`config.mk`:
```
export PLATFORM = sky130hd
export DESIGN_NAME = bp_be_br_resolve
export DESIGN_NICKNAME = d
export VERILOG_FILES = /design/src/rtl/bp_be_br_resolve.sv
export SDC_FILE = /design/constraint.sdc
export NUM_CORES = 1
export LEC_CHECK = 0
export ABC_AREA = 1
export BUFFER_PORTS_ARGS = -buffer_cell sky130_fd_sc_hd__clkbuf_2
export CORE_ASPECT_RATIO = 0.75
export CORE_UTILIZATION = 25
export DETAILED_ROUTE_END_ITERATION = 12
export SYNTH_ARGS = -nofsm -noshare
export SYNTH_HDL_FRONTEND = slang
export SYNTH_SLANG_ARGS = --single-unit
```
`constraint.sdc`:
```
create_clock -name clk_i -period 4.15 [get_ports clk_i]
set_input_delay 0.2075 -clock clk_i [delete_from_list [all_inputs] [get_ports clk_i]]
set_output_delay 0.2075 -clock clk_i [all_outputs]
set_load 0.01 [all_outputs]
```
`src/rtl/bp_be_br_resolve.sv`:
```
// Branch resolution stage: registers integer-pipe results, detects next-PC mispredicts,
// flushes and redirects the frontend, and emits attaboys for correct control-flow predictions.
module bp_be_br_resolve #(
    parameter int unsigned vaddr_width_p = 39,
    parameter int unsigned cnt_width_p   = 16
) (
    input  logic                     clk_i,
    input  logic                     reset_n_i,
    input  logic                     ex_v_i,
    input  logic                     ex_poison_i,
    input  logic                     ex_ctrl_v_i,
    input  logic [vaddr_width_p-1:0] ex_pc_i,
    input  logic [vaddr_width_p-1:0] ex_br_tgt_i,
    input  logic [vaddr_width_p-1:0] ex_pred_npc_i,
    input  logic                     issue_v_i,
    input  logic [vaddr_width_p-1:0] issue_pc_i,
    output logic                     flush_o,
    output logic                     stale_o,
    output logic                     fe_cmd_v_o,
    input  logic                     fe_cmd_ready_i,
    output logic [vaddr_width_p-1:0] fe_cmd_npc_o,
    output logic                     attaboy_v_o,
    output logic [vaddr_width_p-1:0] attaboy_pc_o,
    input  logic                     cnt_clr_i,
    output logic [cnt_width_p-1:0]   mispredict_cnt_o
);

    typedef enum logic [1:0] {StIdle, StRedirect, StWaitFetch} state_e;

    state_e                   state_q, state_d;
    logic                     v_q, ctrl_q;
    logic [vaddr_width_p-1:0] pc_q, tgt_q, pred_q;
    logic [vaddr_width_p-1:0] npc_q, npc_d;
    logic [cnt_width_p-1:0]   cnt_q, cnt_d;
    logic                     mispredict, capture;

    localparam logic [cnt_width_p-1:0] CntOne = {{(cnt_width_p-1){1'b0}}, 1'b1};

    assign mispredict = v_q & (tgt_q != pred_q);
    // A mispredicting result blocks capture so the same-cycle younger instruction is dropped.
    assign capture    = ex_v_i & ~ex_poison_i & (state_q == StIdle) & ~mispredict;

    always_ff @(posedge clk_i or negedge reset_n_i) begin
        if (!reset_n_i) begin
            v_q    <= 1'b0;
            ctrl_q <= 1'b0;
            pc_q   <= '0;
            tgt_q  <= '0;
            pred_q <= '0;
        end else begin
            v_q <= capture;
            if (capture) begin
                ctrl_q <= ex_ctrl_v_i;
                pc_q   <= ex_pc_i;
                tgt_q  <= ex_br_tgt_i;
                pred_q <= ex_pred_npc_i;
            end
        end
    end

    always_comb begin
        state_d    = state_q;
        npc_d      = npc_q;
        flush_o    = 1'b0;
        stale_o    = 1'b0;
        fe_cmd_v_o = 1'b0;
        unique case (state_q)
            StIdle: begin
                if (mispredict) begin
                    flush_o = 1'b1;
                    npc_d   = tgt_q;
                    state_d = StRedirect;
                end
            end
            StRedirect: begin
                fe_cmd_v_o = 1'b1;
                stale_o    = issue_v_i;
                if (fe_cmd_ready_i) begin
                    state_d = StWaitFetch;
                end
            end
            StWaitFetch: begin
                if (issue_v_i) begin
                    if (issue_pc_i == npc_q) begin
                        state_d = StIdle;
                    end else begin
                        stale_o = 1'b1;
                    end
                end
            end
            default: state_d = StIdle;
        endcase
    end

    always_comb begin
        cnt_d = cnt_q;
        if (mispredict) begin
            if (cnt_clr_i) begin
                cnt_d = CntOne;
            end else if (!(&cnt_q)) begin
                cnt_d = cnt_q + CntOne;
            end
        end else if (cnt_clr_i) begin
            cnt_d = '0;
        end
    end

    always_ff @(posedge clk_i or negedge reset_n_i) begin
        if (!reset_n_i) begin
            state_q <= StIdle;
            npc_q   <= '0;
            cnt_q   <= '0;
        end else begin
            state_q <= state_d;
            npc_q   <= npc_d;
            cnt_q   <= cnt_d;
        end
    end

    assign fe_cmd_npc_o     = fe_cmd_v_o ? npc_q : '0;
    assign attaboy_v_o      = v_q & ctrl_q & ~mispredict;
    assign attaboy_pc_o     = attaboy_v_o ? pc_q : '0;
    assign mispredict_cnt_o = cnt_q;

endmodule
```
==> out/qor.yml <==
min_path:
  hp-class: "in2reg"
  hp-start: "ex_pred_npc_i[11]"
  min_to: "pred_q[11]"
  min_path_cells: 3
cts:
  root_buffer: "clkbuf_16"
  clk_pin_slew_ps: 80
  ctsResizeCount: 0
  insertion_delay_ps: 450
  tritoncts: "done"
  clock_sinks: 176
  numCtsBuffers: 17
  htreeDepth: 4
  cts_max_path_buffers: 2
placed_design:
  place_area_um2: 10660
  globalplace.congestion: 0.8835
  place.detailed.hpwl_mm: 21.44
  port_buffers: 261
final_layout:
  fin_util: 0.3548
  final_common_cell: "nand2_1"
  post_route_cells_drive_above_1_share: 0.1932
  area_growth_pct: 38.21
  final_cell_mix: "nand2_1, clkbuf_2, dfrtp_1"
  nets: 1744
  design_area_um2: 12440
  fillers: 3683
floorplan:
  core_area_um2: 35060
  fp.dieW_um: 221.1
  io_pins: 262
  start_util: 0.2567
  dieArea_um2: 36780
  rows: 59
  die_h_um: 166.3
setup_path:
  path_class: "reg2out"
  cp_num_buf_inv: 2
  r2r-end: "tgt_q[23]"
  required_ps: 3940
  critPathMaxStageDelay_ps: 490
  crit_path_start_kind: "flop"
  worst-r2r-cell-count: 9
  ff2ff_setup_slack_ps: 1190
  path_cells: "xnor2_1 -> nand2_1 -> nor2_1 -> nand2_1 -> nor2_1 -> nand3_2 -> nor2_1 -> inv_1 -> nor2_1 -> clkbuf_2"
  crit_fanout: 39
  cp.arrival_ps: 3110
  critPathTopFamily: "simple AND/OR/NAND/NOR gates"
  crit_top_cell: "nor2_1"
  cp_slowest_cell: "inv_1"
  cp-end-kind: "primary output"
  timing.rr.start: "state_q[0]"
sta:
  hold_slack_ps: 14.22
  finClkSkew_ps: 16.80
  min_period_ps: 3318
  max_freq_mhz: 301.4
  tightest_slew_ps: 1152
  setup_violations: 0
  post-route-period-util: 0.7994
  rsz0062_at_grt: "false"
  slew_headroom: 0.2312
  slew_violations: 0
  tns_ps: 0
  hold_violations: 0
detailed_routing:
  drt_iter0_markers: 529
  via_count: 8509
  vias_per_cell: 4.155
  drc: 0
  dr.pass1.iters: 5
  wl_per_cell_um: 14.20
  postRouteAntennaNets: 0
  drt-total-wl_mm: 29.08
synthesis:
  synth_xor_area_frac: 0.06518
  seq_area_frac_synth: 0.4892
  ys_ff_latch: 176
  synthMuxAreaShare: 0
  synthesis.nets: 1388
  synth-adder-area-share: 0.005559
  yosys_warnings: 0
  ys_types: 24
  synth_compound_area_frac: 0.03099
  synthSimpleGateAreaFrac: 0.3102
  syn_avg_cell_area_um2: 7.379
  netlist_instances: 1220
  synth_top_family_by_area: "simple AND/OR/NAND/NOR gates"
  syn_area_um2: 9002
pwr:
  comb_power_share: 0.320
  p_int_w: 0.004362
  power_density_nw_per_um2: 578.8
  p_leak_nw: 6.925
  pwr-share-clk: 0.240
  p_sw_frac: 0.3943
  power_frac_seq: 0.441
  switchingPower_w: 0.002840
  ir_worst_vdd_mv: 0.2908
global_route:
  track_usage: 0.1628
  grt_pass1_wl_mm: 46.42
  grt_max_degree: 108
  grt_remaining_overflow: 0
  grt_pass1_vias: 8397
  antenna_found_initial: 2
job:
  maxCapViolCount: 0
status:
  status: "completed"
[cells in the mapped netlist]
library cell  instances  area share
clkinv_1              1     0.00042
nand2_4               1      0.0013
ha_1                  4      0.0056
buf_2                 6      0.0033
inv_1               152       0.063
o2111ai_1             2      0.0019
nand2_2               1     0.00070
nor3_1                5      0.0028
o22ai_1               1     0.00070
nand2_1             596        0.25
buf_4                 1     0.00083
nor3b_1               2      0.0017
buf_6                17       0.021
xnor2_1              55       0.054
nor2_1               80       0.033
nand4_1              13      0.0090
o21ai_0              46       0.026
clkbuf_1             23      0.0096
dfrtp_1             176        0.49
nand3_1              18       0.010
xor2_1               12       0.012
a21oi_1               5      0.0028
nand3_2               2      0.0022
nor4_1                1     0.00070
[area by class of cell]
| type | instances | area, um2 | area share |
|---|---|---|---|
| Tap cell | 457 | 571.8 | 0.04596 |
| Timing Repair Buffer | 384 | 2539 | 0.2040 |
| Inverter | 153 | 576.8 | 0.04636 |
| Antenna cell | 2 | 5.005 | 0.0004023 |
| Clock buffer | 17 | 425.4 | 0.03419 |
| Multi-Input combinational cell | 844 | 3721 | 0.2991 |
| Sequential cell | 176 | 4404 | 0.3540 |
| Clock inverter | 15 | 198.9 | 0.01599 |
[flip-flops by register name (all words and copies together), names as in the netlist]
name / count
ctrl_q: 1
mispredict_cnt_o: 16
npc_q: 39
pc_q: 39
pred_q: 39
state_q: 2
tgt_q: 39
v_q: 1
[worst reg2reg max path: stages, from the launching register on]
cell and delay (ps):
dfrtp_1 370, inv_1 70, ha_1 240, inv_1 490, nor3b_1 210, nand2_4 130
buf_4 470, buf_4 650, nand2_1 150, nand2_1 110
[routing by layer]
metal	vias to the layer above	track usage	part of all wire
li1	4340	-	-
met1	3895	0.2290	0.50
met2	248	0.2554	0.44
met3	26	0.03238	0.046
met4	0	0.04013	0.016
met5	-	0	0
[worst max-delay path by stage]
stage,startpoint,end,slack [ps],depth (start not counted)
after floorplan,pred_q[13],attaboy_pc_o[28],2190,11
after global placement,tgt_q[7],pred_q[32],1120,12
after detailed placement,tgt_q[7],pred_q[17],1110,12
after CTS,tgt_q[7],attaboy_pc_o[7],710,10
after global routing,tgt_q[7],attaboy_pc_o[7],540,10
final,tgt_q[7],attaboy_pc_o[7],830,10
[power groups by stage]
stage | clock network (W) | logic (W) | registers, W
2_1_floorplan | 0 | 0.00169 | 0.00292
4_1_cts | 0.00178 | 0.00234 | 0.00317
6_report | 0.00173 | 0.00230 | 0.00317
5_1_grt | 0.00184 | 0.00267 | 0.00327
3_3_place_gp | 0 | 0.00219 | 0.00319
3_5_place_dp | 0 | 0.00225 | 0.00319
[logic make-up (layout without fill, tap and decap cells)]
kind of cell	count (synthesis)	in the layout
AND/OR/NAND/NOR	719	719
AO/OA/AOI/OAI	54	54
adder cells (fa/ha/maj)	4	4
flip-flops	176	176
other	0	2
XOR/XNOR	67	67
buffers and inverters	200	569
[repair_timing]
item                                   CTS  global route
endpoints found under the hold margin  219             0
setup buffers                            0             0
hold buffers                           115             0
[per-stage QoR]
| stage | std cells | setup WS, ps | power (W) |
|---|---|---|---|
| 2_1_floorplan | 1220 | 2187 | 0.004606 |
| 3_3_place_gp | 1899 | 1121 | 0.005378 |
| 3_5_place_dp | 1899 | 1112 | 0.005439 |
| 4_1_cts | 2046 | 708.0 | 0.007291 |
| 5_1_grt | 2047 | 538.3 | 0.007787 |
| 6_report | 2048 | 832.3 | 0.007201 |
No activity file was read; power rests on OpenSTA's default activity.
